[config.mk]
export PLATFORM = sky130hd
export DESIGN_NAME = eth_tx_arbiter
export DESIGN_NICKNAME = d
export VERILOG_FILES = /design/src/rtl/eth_tx_arb_pkg.sv /design/src/rtl/eth_tx_arb_rr_pick.sv /design/src/rtl/eth_tx_arbiter.sv
export SDC_FILE = /design/constraint.sdc
export NUM_CORES = 1
export LEC_CHECK = 0
export CORE_AREA = 2 2 146 148
export CTS_BUF_LIST = sky130_fd_sc_hd__clkbuf_8
export CTS_CLUSTER_SIZE = 8
export DETAILED_ROUTE_END_ITERATION = 8
export DIE_AREA = 0 0 148 150
export GPL_TIMING_DRIVEN = 0
export PLACE_DENSITY = 0.68
export SKIP_LAST_GASP = 1
export SYNTH_ARGS = -nofsm -noshare
export SYNTH_HDL_FRONTEND = slang
export SYNTH_HIERARCHICAL = 1
export SYNTH_SLANG_ARGS = --single-unit
[constraint.sdc]
create_clock -name clk156 -period 1.9 [get_ports clk156]
set_input_delay 0.38 -clock clk156 [delete_from_list [all_inputs] [get_ports clk156]]
set_output_delay 0.38 -clock clk156 [all_outputs]
set_load 0.02 [all_outputs]
[src/rtl/eth_tx_arb_pkg.sv]
// Shared types and abort-beat constants for the 10G MAC transmit arbiter.
package eth_tx_arb_pkg;

    typedef enum logic [1:0] {
        ST_IDLE  = 2'd0,
        ST_PASS  = 2'd1,
        ST_ABORT = 2'd2
    } state_t;

    localparam logic [7:0]  ABORT_TKEEP = 8'h01;
    localparam logic [63:0] ABORT_TDATA = 64'h0;

endpackage

[src/rtl/eth_tx_arb_rr_pick.sv]
// Rotate-priority encoder: first eligible requester after i_last_grant, wrapping.
module eth_tx_arb_rr_pick #(
    parameter int NUM_SRC = 4,
    parameter int ID_W    = $clog2(NUM_SRC)
) (
    input  logic [NUM_SRC-1:0] i_req,
    input  logic [ID_W-1:0]    i_last_grant,
    input  logic [NUM_SRC-1:0] i_mask,
    output logic               o_valid,
    output logic [ID_W-1:0]    o_idx
);

    logic [NUM_SRC-1:0] w_elig;
    logic [ID_W-1:0]    w_idx;
    logic [ID_W-1:0]    w_cand;

    // Walk candidates from farthest to nearest so the nearest eligible one wins.
    always_comb begin
        w_elig = i_req & ~i_mask;
        w_idx  = '0;
        w_cand = '0;
        for (int k = NUM_SRC; k >= 1; k--) begin
            w_cand = ID_W'((int'(i_last_grant) + k) % NUM_SRC);
            w_idx  = w_elig[w_cand] ? w_cand : w_idx;
        end
    end

    assign o_valid = |w_elig;
    assign o_idx   = w_idx;

endmodule

[src/rtl/eth_tx_arbiter.sv]
// Packet-granular round-robin arbiter feeding the 10G MAC AXI-Stream TX port.
// Optional stalled-source watchdog: define ETH_TX_ARB_WATCHDOG_EN.
module eth_tx_arbiter
    import eth_tx_arb_pkg::*;
#(
    parameter int NUM_SRC    = 4,
    parameter int DATA_WIDTH = 64,
    parameter int KEEP_WIDTH = DATA_WIDTH/8,
    parameter int TIMEOUT    = 255,
    parameter int ID_W       = $clog2(NUM_SRC)
) (
    input  logic                         clk156,
    input  logic                         sys_rst156,
    input  logic [NUM_SRC-1:0]           s_axis_tvalid,
    output logic [NUM_SRC-1:0]           s_axis_tready,
    input  logic [NUM_SRC*DATA_WIDTH-1:0] s_axis_tdata,
    input  logic [NUM_SRC*KEEP_WIDTH-1:0] s_axis_tkeep,
    input  logic [NUM_SRC-1:0]           s_axis_tlast,
    output logic                         m_axis_tvalid,
    input  logic                         m_axis_tready,
    output logic [DATA_WIDTH-1:0]        m_axis_tdata,
    output logic [KEEP_WIDTH-1:0]        m_axis_tkeep,
    output logic                         m_axis_tlast,
    output logic                         m_axis_tuser,
    output logic [ID_W-1:0]              grant_id,
    output logic                         busy
);

    if (NUM_SRC < 2 || NUM_SRC > 8 || TIMEOUT < 1) begin : g_bad_cfg
        $error("eth_tx_arbiter: unsupported parameter set");
    end

    state_t                  r_state;
    state_t                  w_state_nxt;
    logic [ID_W-1:0]         r_grant;
    logic [ID_W-1:0]         r_last_grant;
    logic                    r_m_tvalid;
    logic [DATA_WIDTH-1:0]   r_m_tdata;
    logic [KEEP_WIDTH-1:0]   r_m_tkeep;
    logic                    r_m_tlast;

    logic                    w_pick_valid;
    logic [ID_W-1:0]         w_pick_idx;
    logic [NUM_SRC-1:0]      w_drain_mask;
    logic [NUM_SRC-1:0]      w_ready;
    logic                    w_sel_valid;
    logic                    w_sel_last;
    logic [DATA_WIDTH-1:0]   w_sel_data;
    logic [KEEP_WIDTH-1:0]   w_sel_keep;
    logic                    w_out_free;
    logic                    w_acc;
    logic                    w_frame_done;
    logic                    w_release;
    logic                    w_load_grant;

    eth_tx_arb_rr_pick #(
        .NUM_SRC (NUM_SRC),
        .ID_W    (ID_W)
    ) u_pick (
        .i_req        (s_axis_tvalid),
        .i_last_grant (r_last_grant),
        .i_mask       (w_drain_mask),
        .o_valid      (w_pick_valid),
        .o_idx        (w_pick_idx)
    );

    // Mux the granted source's beat onto the selection bus.
    always_comb begin
        w_sel_valid = 1'b0;
        w_sel_last  = 1'b0;
        w_sel_data  = '0;
        w_sel_keep  = '0;
        for (int i = 0; i < NUM_SRC; i++) begin
            w_sel_valid = (r_grant == ID_W'(i)) ? s_axis_tvalid[i] : w_sel_valid;
            w_sel_last  = (r_grant == ID_W'(i)) ? s_axis_tlast[i]  : w_sel_last;
            w_sel_data  = (r_grant == ID_W'(i)) ? s_axis_tdata[i*DATA_WIDTH +: DATA_WIDTH] : w_sel_data;
            w_sel_keep  = (r_grant == ID_W'(i)) ? s_axis_tkeep[i*KEEP_WIDTH +: KEEP_WIDTH] : w_sel_keep;
        end
    end

    assign w_out_free   = ~r_m_tvalid | m_axis_tready;
    assign w_acc        = (r_state == ST_PASS) & w_sel_valid & w_out_free;
    assign w_frame_done = w_acc & w_sel_last;

`ifdef ETH_TX_ARB_WATCHDOG_EN
    localparam int CNT_W = $clog2(TIMEOUT + 1);

    logic [CNT_W-1:0]   r_cnt;
    logic [NUM_SRC-1:0] r_draining;
    logic               r_m_tuser;
    logic               w_timeout;
    logic               w_abort_done;
    logic [NUM_SRC-1:0] w_drain_clr;
    logic [NUM_SRC-1:0] w_drain_set;

    assign w_timeout    = (r_cnt == CNT_W'(TIMEOUT));
    assign w_abort_done = (r_state == ST_ABORT) & w_out_free;
    assign w_release    = w_frame_done | w_abort_done;
    assign w_drain_mask = r_draining;
    assign m_axis_tuser = r_m_tuser;

    // Stall counter: saturates at TIMEOUT, only counts when the output could take a beat.
    always_ff @(posedge clk156) begin
        if (sys_rst156) begin
            r_cnt <= '0;
        end else if (w_load_grant || w_acc) begin
            r_cnt <= '0;
        end else if ((r_state == ST_PASS) && !w_sel_valid && w_out_free && !w_timeout) begin
            r_cnt <= r_cnt + CNT_W'(1);
        end
    end

    // Draining sources stay readied; their tlast beat ends the drain.
    always_comb begin
        w_drain_clr          = r_draining & s_axis_tvalid & s_axis_tlast;
        w_drain_set          = '0;
        w_drain_set[r_grant] = w_abort_done;
    end

    // Draining flag register.
    always_ff @(posedge clk156) begin
        if (sys_rst156) begin
            r_draining <= '0;
        end else begin
            r_draining <= (r_draining & ~w_drain_clr) | w_drain_set;
        end
    end
`else
    assign w_release    = w_frame_done;
    assign w_drain_mask = '0;
    assign m_axis_tuser = 1'b0;
`endif

    // Next-state logic.
    always_comb begin
        w_state_nxt  = r_state;
        w_load_grant = 1'b0;
        case (r_state)
            ST_IDLE: begin
                if (w_pick_valid) begin
                    w_state_nxt  = ST_PASS;
                    w_load_grant = 1'b1;
                end else begin
                    w_state_nxt  = ST_IDLE;
                end
            end
            ST_PASS: begin
                if (w_frame_done) begin
                    w_state_nxt = ST_IDLE;
`ifdef ETH_TX_ARB_WATCHDOG_EN
                end else if (w_timeout) begin
                    w_state_nxt = ST_ABORT;
`endif
                end else begin
                    w_state_nxt = ST_PASS;
                end
            end
`ifdef ETH_TX_ARB_WATCHDOG_EN
            ST_ABORT: begin
                if (w_out_free) begin
                    w_state_nxt = ST_IDLE;
                end else begin
                    w_state_nxt = ST_ABORT;
                end
            end
`endif
            default: begin
                w_state_nxt = ST_IDLE;
            end
        endcase
    end

    // State, grant and round-robin pointer registers.
    always_ff @(posedge clk156) begin
        if (sys_rst156) begin
            r_state      <= ST_IDLE;
            r_grant      <= '0;
            r_last_grant <= ID_W'(NUM_SRC - 1);
        end else begin
            r_state <= w_state_nxt;
            if (w_load_grant) begin
                r_grant <= w_pick_idx;
            end
            if (w_release) begin
                r_last_grant <= r_grant;
            end
        end
    end

    // Output beat register; holds under backpressure.
    always_ff @(posedge clk156) begin
        if (sys_rst156) begin
            r_m_tvalid <= 1'b0;
            r_m_tdata  <= '0;
            r_m_tkeep  <= '0;
            r_m_tlast  <= 1'b0;
`ifdef ETH_TX_ARB_WATCHDOG_EN
            r_m_tuser  <= 1'b0;
`endif
        end else if (w_acc) begin
            r_m_tvalid <= 1'b1;
            r_m_tdata  <= w_sel_data;
            r_m_tkeep  <= w_sel_keep;
            r_m_tlast  <= w_sel_last;
`ifdef ETH_TX_ARB_WATCHDOG_EN
            r_m_tuser  <= 1'b0;
        end else if (w_abort_done) begin
            r_m_tvalid <= 1'b1;
            r_m_tdata  <= DATA_WIDTH'(ABORT_TDATA);
            r_m_tkeep  <= KEEP_WIDTH'(ABORT_TKEEP);
            r_m_tlast  <= 1'b1;
            r_m_tuser  <= 1'b1;
`endif
        end else if (m_axis_tready) begin
            r_m_tvalid <= 1'b0;
        end
    end

    // Only the granted source (or a draining one) is ever readied.
    always_comb begin
        w_ready = '0;
        for (int i = 0; i < NUM_SRC; i++) begin
            w_ready[i] = w_drain_mask[i] |
                         ((r_state == ST_PASS) & (r_grant == ID_W'(i)) & w_out_free);
        end
    end

    assign s_axis_tready = w_ready;
    assign m_axis_tvalid = r_m_tvalid;
    assign m_axis_tdata  = r_m_tdata;
    assign m_axis_tkeep  = r_m_tkeep;
    assign m_axis_tlast  = r_m_tlast;
    assign grant_id      = r_grant;
    assign busy          = (r_state != ST_IDLE);

endmodule
# ---- Word level (Yosys, flattened, before mapping)
# Cells that the tools add are included.
dict set report word_totals {
  register_bits 80
  latchBits 0
  mem_bits_rw 0
  rom_bits 0
  inputBits 299
  output_inout_bits 82
  word_cells 72
  mem_count 0
}
dict set report op_classes {
  addsub 4
  mul 0
  n_div 0
  magnitude_cmp 4
  eq_ne 4
  shift 0
  mux 35
  n_bitwise 13
  reduce_logical 5
}
# cell n
set ops {}
lappend ops {{64-bit two-way mux} 4}
lappend ops {{8-bit two-way mux} 4}
lappend ops {{1-bit two-way mux} 18}
lappend ops {{2-bit by 3-bit < comparator with 1-bit output (second input constant)} 4}
lappend ops {{1-bit bitwise AND} 11}
lappend ops {{1-bit binary-select mux with 2-bit select} 4}
lappend ops {{2-bit two-way mux} 4}
lappend ops {{2-bit by 1-bit adder with 2-bit output (second input constant)} 2}
lappend ops {{2-bit adder (second input constant)} 2}
lappend ops {{2-bit by 1-bit equality test with 1-bit output (second input constant)} 2}
lappend ops {{2-bit equality test (second input constant)} 2}
lappend ops {{2-bit logical NOT} 2}
lappend ops {{2-bit one-hot mux with 2 select lines} 1}
lappend ops {{2-bit nonzero test} 2}
lappend ops {{4-bit OR reduction} 1}
lappend ops {{1-bit inverter} 1}
lappend ops {{1-bit bitwise OR} 1}

# ---- Longest topological paths before layout
# Gate-level depths: netlist (run 1).
dict set report logic_depth {
  word_depth 10
  depth_mapped 6
  ltp_nobuf 6
}

# ---- Modules after synthesis
# The synthesis (run 1) kept the hierarchy.
# module instances cells_per_inst area_each_um2 seq_area_each_um2
set modules_own_cells {}
lappend modules_own_cells {eth_tx_arbiter 1 548 5502.8 1581.5}
lappend modules_own_cells {eth_tx_arb_rr_pick 1 18 123.9 0.0}

# ---- Worst setup path before layout (run 1)
# OpenSTA, ideal clock, no wires.
dict set report synth_timing {
  kind {reg2out}
  from {register r_state[0]}
  to {output port s_axis_tready[0]}
  arrival_ns 1.786
  required_time_ns 1.520
  setup_slack_ns -0.266
  path_stages_with_launch 6
  n_path_buf 3
  path_cell_list {dfxtp_1 > clkbuf_1 > clkbuf_1 > clkbuf_1 > nand2_1 > nor3_1}
}
dict set report synth_via {
  elab_chain_cells 3
}
# item line_no
set synth_lines {}
lappend synth_lines {{start, declared} eth_tx_arbiter.sv:33} ;# state_t r_state;
lappend synth_lines {{start signal, assigned} eth_tx_arbiter.sv:180} ;# r_state <= w_state_nxt;
lappend synth_lines {{2-bit by 1-bit equality test with 1-bit output} eth_tx_arbiter.sv:224} ;# ((r_state == ST_PASS) & (r_grant == ID_W'(i)) & w_out_free);
lappend synth_lines {{1-bit bitwise AND (2 in a row)} eth_tx_arbiter.sv:224}
lappend synth_lines {{end, declared} eth_tx_arbiter.sv:15} ;# output logic [NUM_SRC-1:0] s_axis_tready,
# No other way between the ends.

# ---- Worst setup path in the final report (run 1)
dict set report layout_timing {
  from {register r_grant[0], in the netlist grant_id[0]}
  to {register r_last_grant[0]}
}
dict set report layout_via {
  elab_chain_cells 8
  elab_cells_between_ends 15
  cone_classes {3 x eq/ne; 8 x mux; 3 x bitwise; 1 x reduce/logical}
}
# item line_no
set layout_lines {}
lappend layout_lines {{start, declared} eth_tx_arbiter.sv:35} ;# logic [ID_W-1:0] r_grant;
lappend layout_lines {{start signal, assigned} eth_tx_arbiter.sv:182} ;# r_grant <= w_pick_idx;
lappend layout_lines {{2-bit logical NOT} {eth_tx_arbiter.sv:74, eth_tx_arbiter.sv:75}}
lappend layout_lines {{1-bit two-way mux (4 in a row)} eth_tx_arbiter.sv:74} ;# w_sel_valid = (r_grant == ID_W'(i)) ? s_axis_tvalid[i] : w_sel_valid;
lappend layout_lines {{1-bit bitwise AND (2 in a row)} eth_tx_arbiter.sv:82} ;# assign w_acc = (r_state == ST_PASS) & w_sel_valid & w_out_free;
lappend layout_lines {{1-bit bitwise AND} eth_tx_arbiter.sv:83} ;# assign w_frame_done = w_acc & w_sel_last;
lappend layout_lines {{end signal, assigned} eth_tx_arbiter.sv:178} ;# r_last_grant <= ID_W'(NUM_SRC - 1);
lappend layout_lines {{end signal, assigned} eth_tx_arbiter.sv:185} ;# r_last_grant <= r_grant;
lappend layout_lines {{end, declared} eth_tx_arbiter.sv:36} ;# logic [ID_W-1:0] r_last_grant;
# Several ways; a longest one is shown, not always the timed one.
# A chain may end at the register's enable or synchronous reset.

==> results.sh, run 1 <==
export IMPL_path_max_fanout=10
export IMPL_slowest_stage="mux4_2"
export IMPL_period_needed_ps=1870
export IMPL_ios=381
export IMPL_synth_compound_area_share_pct=19.2
export IMPL_htreeDepth=3
export IMPL_async_reset_ff_share_pct=0
export IMPL_crit_family="multiplexers"
export IMPL_rsz0062_at_grt="yes"
export IMPL_hold_buffers=0
export IMPL_status="finished clean"
export IMPL_r2r_start="grant_id[0]"
export IMPL_dr_pass1_iters=5
export IMPL_ys_ff_latch=79
export IMPL_place_congestion=0.852
export IMPL_drt_iter0_drc=404
export IMPL_grt_usage_pct=21.2
export IMPL_cp_endpoint="r_last_grant[0]"
export IMPL_synth_top_family_by_area="multiplexers"
export IMPL_yosys_area_share_simple_pct=10.8
export IMPL_overflow=0
export IMPL_final_util_pct=49.8
export IMPL_wirelength_um=24300
export IMPL_cp_depth=5
export IMPL_ff2ff_path_depth=5
export IMPL_ant_nets=0
export IMPL_startpoint="grant_id[0]"
export IMPL_cts_path_max_buffers=2
export IMPL_antenna_found_initial=0
export IMPL_path_clk_slew_ps=80
export IMPL_timing_final_ws_setup_ps=29.1
export IMPL_die_area_mm2=0.0222
export IMPL_vias=6364
export IMPL_dieHeight_um=150
export IMPL_drc_errors=0
export IMPL_start_util_pct=27.2
export IMPL_min_path_cells=3
export IMPL_irDropWorstVdd_mv=0.268
export IMPL_fillers=1950
export IMPL_synth_main_ff_cell="dfxtp_1"
export IMPL_critPathMaxStageDelay_ps=570
export IMPL_yosysMostFrequentCell="dfxtp_1"
export IMPL_end_kind="flop"
export IMPL_setup_viol=0
export IMPL_tightest_slew_ps=619
export IMPL_syn_to_final_growth_pct=83.3
export IMPL_row_count=53
export IMPL_pre_cts_ws_ps=-1430
export IMPL_power_frac_seq_pct=33.5
export IMPL_muxShareOfSynthArea_pct=30.3
export IMPL_yosys_top_cells_area="mux4_2 (30%), dfxtp_1 (28%), nand4_1 (8.1%)"
export IMPL_clkPwrFrac_pct=19.6
export IMPL_grt_max_degree=12
export IMPL_cts_buffers=9
export IMPL_numClockSinks=79
export IMPL_crit_chain="buf_8 -> mux4_2 -> buf_12 -> and3_4 -> a221o_1"
export IMPL_finalSetupTns_ps=0
export IMPL_p_total_mw=5.56
export IMPL_synthXorXnorAreaFrac_pct=0
export IMPL_synth_edff_count=0
export IMPL_finalClockSkew_ps=6.84
export IMPL_critPathLaunchType="flop"
export IMPL_die_w_um=148
export IMPL_ys_warn_count=6
export IMPL_worst_r2r_endpoint="r_last_grant[0]"
export IMPL_synthAdderAreaFrac_pct=0
export IMPL_p_leak_nw=3.47
export IMPL_path_buf_inv=2
export IMPL_synth_area_mm2=0.00563
export IMPL_grt_pass1_wl_um=36100
export IMPL_p_comb_share_pct=46.9
export IMPL_hold_violations=0
export IMPL_maxCapViolations=0
export IMPL_ys_types=30
export IMPL_via_per_inst=5.08
export IMPL_grt_pass1_vias=6301
export IMPL_cp_required_ps=2150
export IMPL_dp_hpwl_um=19200
export IMPL_ys_seq_area_share_pct=28.1
export IMPL_cts_root_buf="clkbuf_8"
export IMPL_clkLatencyLatePin_ps=350
export IMPL_cts_tree="done"
export IMPL_period_share_pct=98.5
export IMPL_whs_ps=534
export IMPL_maxSlewHeadroom_pct=58.8
export IMPL_io_buffers=378
export IMPL_syn_area_per_cell_um2=9.94
export IMPL_p_sw_share_pct=32.5
export IMPL_p_int_mw=3.75
export IMPL_crit_arrival_ps=2120
export IMPL_ys_top_cells_by_count="dfxtp_1 (79), a21oi_1 (76), inv_1 (75)"
export IMPL_drive_above_1_share_pct=18.7
export IMPL_synth_cells=566
export IMPL_coreArea_mm2=0.0207
export IMPL_p_per_area_mw_per_mm2=539
export IMPL_ff2ff_setup_slack_ps=30
export IMPL_min_path_type="reg -> reg"
export IMPL_fmax_mhz=534
export IMPL_path_class="reg -> reg"
export IMPL_fin_nets=1272
export IMPL_yosys_area_top_type="mux4_2"
export IMPL_drv_slew=0
export IMPL_wire_per_inst_um=19.4
export IMPL_switching_power_mw=1.81
export IMPL_yosysTopAreaCellShare_pct=29.6
export IMPL_diodes=0
-- repair_timing --
item                                    CTS  global route
cloned                                    0             0
endpoints found under the setup margin   81            49
gates resized for setup                  73            14
pin swaps                                 2             1
setup buffers                            15             0
-- state kept, by name, summed over array words and instances (netlist names) --
signal         flops
m_axis_tlast       1
grant_id           2
m_axis_tkeep       8
r_state            1
r_last_grant       2
m_axis_tvalid      1
m_axis_tdata      64
-- cell usage in the layout, fill, tap and decap left out, drive strengths merged --
cell,synthesis,routed
clkdlybuf4s50,0,373
inv,75,79
dfxtp,79,79
a21oi,76,76
mux4,74,74
nand4,73,73
a31o,73,73
clkbuf,51,60
buf,27,45
nor2,9,9
conb,1,6
mux2i,4,4
nand2b,4,4
nor2b,4,4
nand2,4,4
nor3,2,2
a221o,2,2
nand3,2,2
and3,1,1
a211oi,1,1
clkinv,0,1
dlygate4sd2,0,1
o22a,1,1
o21ai,1,1
o211ai,1,1
o32ai,1,1
-- power by group through the flow --
| stage | logic [mW] | registers, mW | clock network [mW] |
|---|---|---|---|
| final | 2.61 | 1.86 | 1.09 |
| after global routing | 2.78 | 1.88 | 1.21 |
| after CTS | 2.62 | 1.86 | 1.13 |
| after detailed placement | 2.48 | 1.90 | 0 |
| after global placement | 2.46 | 1.90 | 0 |
| after floorplan | 1.11 | 2.05 | 0 |
-- worst register-to-register path: cells and delay by family (launching register included) --
| kind | cells | cell delay (ps) |
|---|---|---|
| mux | 1 | 570 |
| flops | 1 | 360 |
| buf+inv | 2 | 330 |
| simple gates | 1 | 190 |
| compound gates | 1 | 310 |
-- cell families (layout without fill, tap and decap cells) --
group                  Yosys count  in the layout
AOI/OAI and AO/OA              156            156
other                            1              6
buffers and inverters          153            559
and+or+nand+nor                 99             99
DFF                             79             79
muxes                           78             78
-- routing by layer --
metal	GRT usage [%]	wire length, um	vias up
met2	36.2	12400	234
met4	5.33	387	0
met3	4.18	1430	29
li1	-	-	2991
met5	0	0	-
met1	27.5	10100	3110
-- metrics by stage --
step,std cells,cell area (um^2)
after floorplan,571,5680
after global placement,1224,9810
after detailed placement,1224,9810
after CTS,1253,10300
after global routing,1252,10300
final,1252,10300
-- worst min path at each step --
stage,from,endpoint,slack [ps]
floorplan,r_last_grant[0],r_last_grant[0],520
global placement,m_axis_tdata[43],m_axis_tdata[43],520
detailed placement,m_axis_tdata[57],m_axis_tdata[57],520
CTS,m_axis_tdata[57],m_axis_tdata[57],530
global route,m_axis_tdata[1],m_axis_tdata[1],550
finish,m_axis_tkeep[5],m_axis_tkeep[5],530
-- area by class of cell --
class                           instances  area, um^2  area share, %
Timing Repair Buffer                  393        3910           38.0
Multi-Input combinational cell        339        3470           33.7
Sequential cell                        79        1590           15.4
Buffer                                 76         556           5.39
Tap cell                              275         344           3.34
Inverter                               75         282           2.73
Clock buffer                           10         138           1.33
Clock inverter                          5        20.0          0.194
Note: power is estimated with default switching activity, not from simulation.
==> run 2, diff against run 1 <==
--- a/constraint.sdc
+++ b/constraint.sdc
@@ -3,2 +3,2 @@
 set_output_delay 0.38 -clock clk156 [all_outputs]
-set_load 0.02 [all_outputs]
+set_load 0.005 [all_outputs]
==> run 2 against run 1 <==
Against the previous run: non-clock buffer count increased by 6; core utilization increased by 0.42 points; sequential share of layout area decreased by 0.079 points; maximum frequency decreased by 1.1%; via count increased by 0.30%; die area unchanged; setup slack got worse by 21 ps; combinational power decreased by 6%; clock skew increased by 2.8 ps.
==> results.sh, run 2 (synthesis results as in run 1) <==
export IMPL_path_class="reg -> reg"
export IMPL_timing_final_ws_setup_ps=8.31
export IMPL_cts_buffers=9
export IMPL_cts_path_max_buffers=2
export IMPL_dp_cells=1224
export IMPL_io_buffers=378
export IMPL_period_share_pct=99.6
export IMPL_dr_pass1_iters=4
export IMPL_end_kind="flop"
export IMPL_p_per_area_mw_per_mm2=544
export IMPL_fmax_mhz=529
export IMPL_stdcell_count=1259
export IMPL_cts_root_buf="clkbuf_8"
export IMPL_wirelength_um=24400
export IMPL_hold_buffers=0
export IMPL_drive_above_1_share_pct=19.9
export IMPL_irDropWorstVdd_mv=0.287
export IMPL_pre_cts_ws_ps=-1470
export IMPL_syn_to_final_growth_pct=84.8
export IMPL_dp_hpwl_um=19500
export IMPL_drv_slew=0
export IMPL_tightest_slew_ps=600
export IMPL_final_util_pct=50.3
export IMPL_overflow=0
export IMPL_start_util_pct=27.2
export IMPL_drc_errors=0
export IMPL_layout_commonest_cell="clkdlybuf4s50_1"
export IMPL_fin_nets=1278
export IMPL_largest_reg_flops=64
export IMPL_maxCapViolations=0
export IMPL_diodes=0
export IMPL_p_leak_nw=3.51
export IMPL_finalClockSkew_ps=9.66
export IMPL_hold_violations=0
export IMPL_die_w_um=148
export IMPL_numClockSinks=79
export IMPL_grt_usage_pct=21.2
export IMPL_row_count=53
export IMPL_maxSlewHeadroom_pct=60.0
export IMPL_clkLatencyLatePin_ps=370
export IMPL_crit_arrival_ps=2160
export IMPL_min_path_type="reg -> reg"
export IMPL_ant_nets=0
export IMPL_layout_common_cells="clkdlybuf4s50_1 (373), dfxtp_1 (76), a21oi_1 (75)"
export IMPL_period_needed_ps=1890
export IMPL_path_clk_slew_ps=90
export IMPL_ios=381
export IMPL_dieHeight_um=150
export IMPL_whs_ps=533
export IMPL_wire_per_inst_um=19.4
export IMPL_critPathMaxStageDelay_ps=580
export IMPL_path_max_fanout=10
export IMPL_htreeDepth=3
export IMPL_status="finished clean"
export IMPL_via_per_inst=5.07
export IMPL_critPathLaunchType="flop"
export IMPL_place_congestion=0.802
export IMPL_setup_viol=0
export IMPL_p_total_mw=5.65
export IMPL_grt_pass1_wl_um=36000
export IMPL_drt_iter0_drc=382
export IMPL_vias=6383
export IMPL_grt_pass1_vias=6364
export IMPL_cp_required_ps=2170
export IMPL_coreArea_mm2=0.0207
export IMPL_grt_max_degree=15
export IMPL_die_area_mm2=0.0222
export IMPL_rsz0062_at_grt="yes"
export IMPL_slowest_stage="mux4_2"
export IMPL_timing_critical_path_mode_cell="buf_12"
export IMPL_crit_chain="buf_12 -> mux4_2 -> buf_12 -> and3_4 -> a221o_1"
export IMPL_cts_tree="done"
export IMPL_antenna_found_initial=0
## run 2: changes by cell type in the layout (fill, tap and decap cells not counted), moves of 2 or more
cell        change
buf_2           +9
clkinvlp_4      +2
dfxtp_2         -2
clkbuf_4        -3
buf_12          +3
clkbuf_2        -2
nor2_2          -2
buf_4           +4
buf_8           -3
dfxtp_4         +2
inv_1           -5
nor2_4          +2
## run 2: metrics by stage
stage / cell area [um^2] / setup TNS, ps
after floorplan: 5650 / 0
after CTS: 10300 / -3.67
after detailed placement: 9770 / -66770
after global routing: 10400 / -1010
final: 10400 / 0
after global placement: 9770 / -65600
## run 2: worst max-delay path, delay by kind of cell, from the launching register on
kind / cells / cell delay (ps)
compound gates: 1 / 300
simple gates: 1 / 190
buf+inv: 2 / 330
mux: 1 / 580
flops: 1 / 380
## run 2: timing repair
item,4_1_cts,5_1_grt
setup endpoints to repair,81,73
setup buffers,10,12
resized for setup,77,30
pin swaps,3,3
## run 2: routing by layer
metal / track usage, % / part of all wire, % / up-vias
met4: 5.43 / 1.6 / 0
met2: 36.1 / 52 / 228
met3: 4.60 / 5.9 / 23
met1: 27.2 / 41 / 3126
li1: - / - / 3006
met5: 0 / 0 / -
## run 2: area by class of cell
type	instances	area (um^2)
inverter	75	285
clock buffer	11	151
clock inverter	5	56.3
timing repair buffer	400	3940
multi-input combinational	339	3480
tap	275	344
fill	1935	10300
sequential	79	1590
buffer	75	551
## run 2: path summary, 6_finish.rpt
kind | start | end | slack [ps] | cells after the start
worst max-delay path | grant_id[0] | r_last_grant[0] | 8 | 5
worst min-delay path | m_axis_tkeep[0] | m_axis_tkeep[0] | 530 | 3
worst max register to register | grant_id[0] | r_last_grant[0] | 8 | 5
worst min register to register | m_axis_tkeep[0] | m_axis_tkeep[0] | 530 | 3
## run 2: report_power, final
| group | leakage, nW | internal, mW | switching (mW) |
|---|---|---|---|
| registers | 0.646 | 1.79 | 0.0814 |
| clock network | 0.105 | 0.677 | 0.654 |
| logic | 2.76 | 1.48 | 0.972 |
| total | 3.51 | 3.94 | 1.71 |
==> RTL edit 1: new RTL, settings of run 1 <==
The option `ETH_TX_ARB_WATCHDOG_EN` is turned on by a define.
--- a/src/rtl/eth_tx_arbiter.sv
+++ b/src/rtl/eth_tx_arbiter.sv
@@ -1,5 +1,7 @@
 // Packet-granular round-robin arbiter feeding the 10G MAC AXI-Stream TX port.
 // Optional stalled-source watchdog: define ETH_TX_ARB_WATCHDOG_EN.
+`define ETH_TX_ARB_WATCHDOG_EN
+
 module eth_tx_arbiter
     import eth_tx_arb_pkg::*;
 #(
Behaviour: no difference found for any inputs over 4 cycles, from zero or initial values and one cycle with sys_rst156 high; that may be too few to reach the edited logic, so the function may still have changed.
==> RTL edit 1 against run 1 <==
  * The run now ends with setup timing left
  * Worst hold slack got worse by 48 ps
  * Design area decreased by 2.6%
  * Worst setup slack got worse by 170 ps
  * Power increased by 22%
  * Cell count decreased by 13%
  * Sequential power increased by 22%
  * Wire length decreased by 4.5%
  * Synthesized cell count decreased by 30%
  * Area after synthesis decreased by 11%
  * Die area unchanged
  * Sequential cell count increased by 14
  * Critical path type unchanged
==> RTL edit 1: results (changes against run 1) <==
worstPathMaxFanout: 6  # was 10
p_sw_mw: 1.96  # was 1.81 mW
skew_ps: 16.3  # was 6.84 ps
pwr-share-comb: 0.414  # was 0.469
post_dp_cell_area_mm2: 0.00919  # was 0.00981 mm^2
drtIter0Drc: 165  # was 404
yosys-top-cells-area: "dfxtp_1 37%, mux4_2 33%, a22o_1 12%, clkbuf_1 2.2%, a21oi_1 1.6%"  # was mux4_2 30%, dfxtp_1 28%, nand4_1 8.1%, a31o_1 7.3%, a21oi_1 6.8%
viasPerCell: 4.90  # was 5.08
grtUsageMet3: 0.0348  # was 0.0418
wl_met2_um: 11500  # was 12400 um
area_share_nonclk_buffers: 0.445  # was 0.433
final-clk-cell-share: 0.0248  # was 0.0153
status: "finished with violations"  # was finished clean
dp_hpwl_um: 18100  # was 19200 um
cts_num_sinks: 93  # was 79
synth_cells: 396  # was 566
p_clk_mw: 1.72  # was 1.09 mW
min-delay-start: "m_axis_tdata[41]"  # was m_axis_tkeep[5]
p_per_area_mw_per_mm2: 678  # was 539 mW/mm^2
leakage_nw: 3.64  # was 3.47 nW
setup_viol: 77  # was 0
synth_common_cells: "93 x dfxtp_1, 74 x mux4_2, 71 x a22o_1"  # was 79 x dfxtp_1, 76 x a21oi_1, 75 x inv_1
dp_slack_ps: -1280  # was -1430 ps
setup_slack_ps: -142  # was 29.1 ps
grt_pass1_wl_um: 32600  # was 36100 um
synth_cell_types: 46  # was 30
pwr-share-seq: 0.334  # was 0.335
drtPass1Iterations: 4  # was 5
io_buffer_count: 380  # was 378
n_clock_buffer: 9  # was 10
clkTransAtPathRegs_ps: 100  # was 80 ps
tns_ps: -6860  # was 0 ps
grt_pass1_vias: 5419  # was 6301
syn-cell-area_mm2: 0.00501  # was 0.00563 mm^2
nonClockInverterCount: 6  # was 75
relSlewSlack: 0.565  # was 0.588
dp_cells: 1051  # was 1224
nFillCells: 1915  # was 1950
crit_family: "simple AND/OR/NAND/NOR gates"  # was multiplexers
vias: 5322  # was 6364
min_path_cells: 1  # was 3
grt_max_degree: 15  # was 12
sh_seq_area: 0.186  # was 0.154
grtUsageMet2: 0.332  # was 0.362
multi_input_area_mm2: 0.00309  # was 0.00347 mm^2
routed_wirelength_um: 23200  # was 24300 um
grt_usage: 0.195  # was 0.212
gp_routability_congestion: 0.871  # was 0.852
wl_met3_um: 1690  # was 1430 um
layout-drive-gt1-share: 0.212  # was 0.187
violations: "setup timing"
wl_met1_um: 9500  # was 10100 um
ys_seq_area_frac: 0.371  # was 0.281
[RTL edit 1: cell families (layout without fill, tap and decap cells)]
family | count (synthesis) | in the layout | synth area share
DFF | 93 | 93 | 0.371
muxes | 74 | 74 | 0.332
AOI/OAI and AO/OA | 118 | 118 | 0.187
adders and majority gates | 1 | 1 | 0.00249
and+or+nand+nor | 69 | 69 | 0.0746
buffers and inverters | 41 | 456 | 0.0327
[RTL edit 1: what timing repair did]
action / in CTS / in global routing
resized for setup: 101 / 19
setup buffers: 14 / 2
pin swaps: 38 / 34
gates cloned: 6 / 3
hold buffers: 0 / 0
setup endpoints to repair: 87 / 85
[RTL edit 1: final timing paths]
check	slack [ps]	to
setup / recovery	-140	r_cnt[5]
hold / removal	490	m_axis_tdata[41]
setup reg to reg	-140	r_cnt[5]
hold reg to reg	490	m_axis_tdata[41]
[RTL edit 1: worst register-to-register path, delay by kind of cell (launching register included)]
kind,cells,cell delay [ps]
simple gates,2,900
mux,1,580
flops,1,380
compound gates,1,120
==> RTL edit 2: new RTL, settings of run 1 <==
Without the edit above. Encoding of `state_t`: now one-hot (3 bits for 3 states).
--- a/src/rtl/eth_tx_arb_pkg.sv
+++ b/src/rtl/eth_tx_arb_pkg.sv
@@ -1,10 +1,10 @@
 // Shared types and abort-beat constants for the 10G MAC transmit arbiter.
 package eth_tx_arb_pkg;
 
-    typedef enum logic [1:0] {
-        ST_IDLE  = 2'd0,
-        ST_PASS  = 2'd1,
-        ST_ABORT = 2'd2
+    typedef enum logic [2:0] {
+        ST_IDLE  = 3'b001,
+        ST_PASS  = 3'b010,
+        ST_ABORT = 3'b100
     } state_t;
 
     localparam logic [7:0]  ABORT_TKEEP = 8'h01;
Behaviour: no difference found for any inputs over 4 cycles, from zero or initial values and one cycle with sys_rst156 high; so few cycles prove little.
==> RTL edit 2 against run 1 <==
  * Global-route usage rose by 0.26 points
  * Register-to-register slack improved by 30 ps
  * Sequential cell count is 1 higher
  * Fmax fell by 0.56%
  * Design area grew 1.2%
  * Utilization is 0.58 points higher
  * Synthesized cell count up 1.6%
  * Worst hold slack about the same
  * Power is 26% higher
  * Non-clock buffer count fell by 5
  * Area after synthesis grew 0.96%
  * Worst setup slack got worse by 11 ps
  * Wire length up 2.4%
  * Cell count rose by 0.48%
  * Critical endpoint is now s_axis_tready[0]
==> RTL edit 2: results (changes against run 1) <==
arrival_ps: 1500  # was 2120 ps
status: "finished clean"  # unchanged
ff2ff_path_depth: 6  # was 5
min-delay-start: "m_axis_tkeep[1]"  # was m_axis_tkeep[5]
yosys-top-cells-area: "mux4_2 29%, dfxtp_1 28%, a31o_1 8.8%, nand4_1 8.0%, a21oi_1 6.9%"  # was mux4_2 30%, dfxtp_1 28%, nand4_1 8.1%, a31o_1 7.3%, a21oi_1 6.8%
cp-startpoint: "r_state[0]"  # was grant_id[0]
worst-r2r-setup-slack_ps: 60  # was 30 ps
skew_ps: 12.8  # was 6.84 ps
worstPathMaxFanout: 3  # was 10
grtUsageMet2: 0.357  # was 0.362
r2r-end: "m_axis_tdata[56]"  # was r_last_grant[0]
leakage_nw: 3.45  # was 3.47 nW
final_nets: 1278  # was 1272
dp_cells: 1233  # was 1224
gp_routability_congestion: 0.845  # was 0.852
antenna_found_initial: 1  # was 0
post_dp_cell_area_mm2: 0.00986  # was 0.00981 mm^2
holdPathEnd: "m_axis_tkeep[1]"  # was m_axis_tkeep[5]
max_stage_delay_ps: 330  # was 570 ps
wl_met2_um: 12400  # about the same
drtIter0Drc: 374  # was 404
crit_family: "buffers and inverters"  # was multiplexers
cp_slowest_cell: "dfxtp_2"  # was mux4_2
dp_slack_ps: -1410  # was -1430 ps
routed_wirelength_um: 24900  # was 24300 um
clk_latency_ps: 370  # was 350 ps
worst_pin_slew_ps: 648  # was 619 ps
==> RTL edit 2: cell families (layout without fill, tap and decap cells) <==
| kind of cell | after synthesis | in the layout | synth area share |
|---|---|---|---|
| other | 1 | 7 | 0.000660 |
| DFF | 80 | 80 | 0.282 |
| muxes | 76 | 76 | 0.297 |
| buffers and inverters | 156 | 558 | 0.118 |
| adders and majority gates | 2 | 2 | 0.00440 |
| and+or+nand+nor | 103 | 103 | 0.108 |
| AOI/OAI and AO/OA | 157 | 157 | 0.190 |
==> RTL edit 2: worst max-delay path by stage <==
stage                             to  slack [ps]
global placement    s_axis_tready[1]       -1390
detailed placement  s_axis_tready[0]       -1410
global route        s_axis_tready[0]         -50
CTS                 s_axis_tready[1]         -90
floorplan           s_axis_tready[0]          20
finish              s_axis_tready[0]          20
==> RTL edit 2: cell type report <==
class                           instances  area, um^2
Buffer                                 74         539
Multi-Input combinational cell        344        3510
Inverter                               78         293
Timing Repair Buffer                  390        3890
Antenna cell                            1        2.50
Clock buffer                           10         138
Clock inverter                          6         108
Tap cell                              275         344
Sequential cell                        80        1610
Fill cell                            1947       10300
==> RTL edit 2: worst register-to-register path, delay by kind of cell, from the launching register on <==
kind,cells,cell delay (ps)
AO/OA/AOI/OAI,2,350
buffers and inverters,3,480
flip-flops,1,350
multiplexers,1,570
==> RTL edit 2: power groups by stage <==
| stage | clock network [mW] | registers, mW | logic [mW] |
|---|---|---|---|
| global route | 1.69 | 1.91 | 3.76 |
| CTS | 1.63 | 1.89 | 3.50 |
| global placement | 0 | 1.91 | 3.29 |
| floorplan | 0 | 2.03 | 1.77 |
| detailed placement | 0 | 1.91 | 3.30 |
| finish | 1.60 | 1.89 | 3.52 |
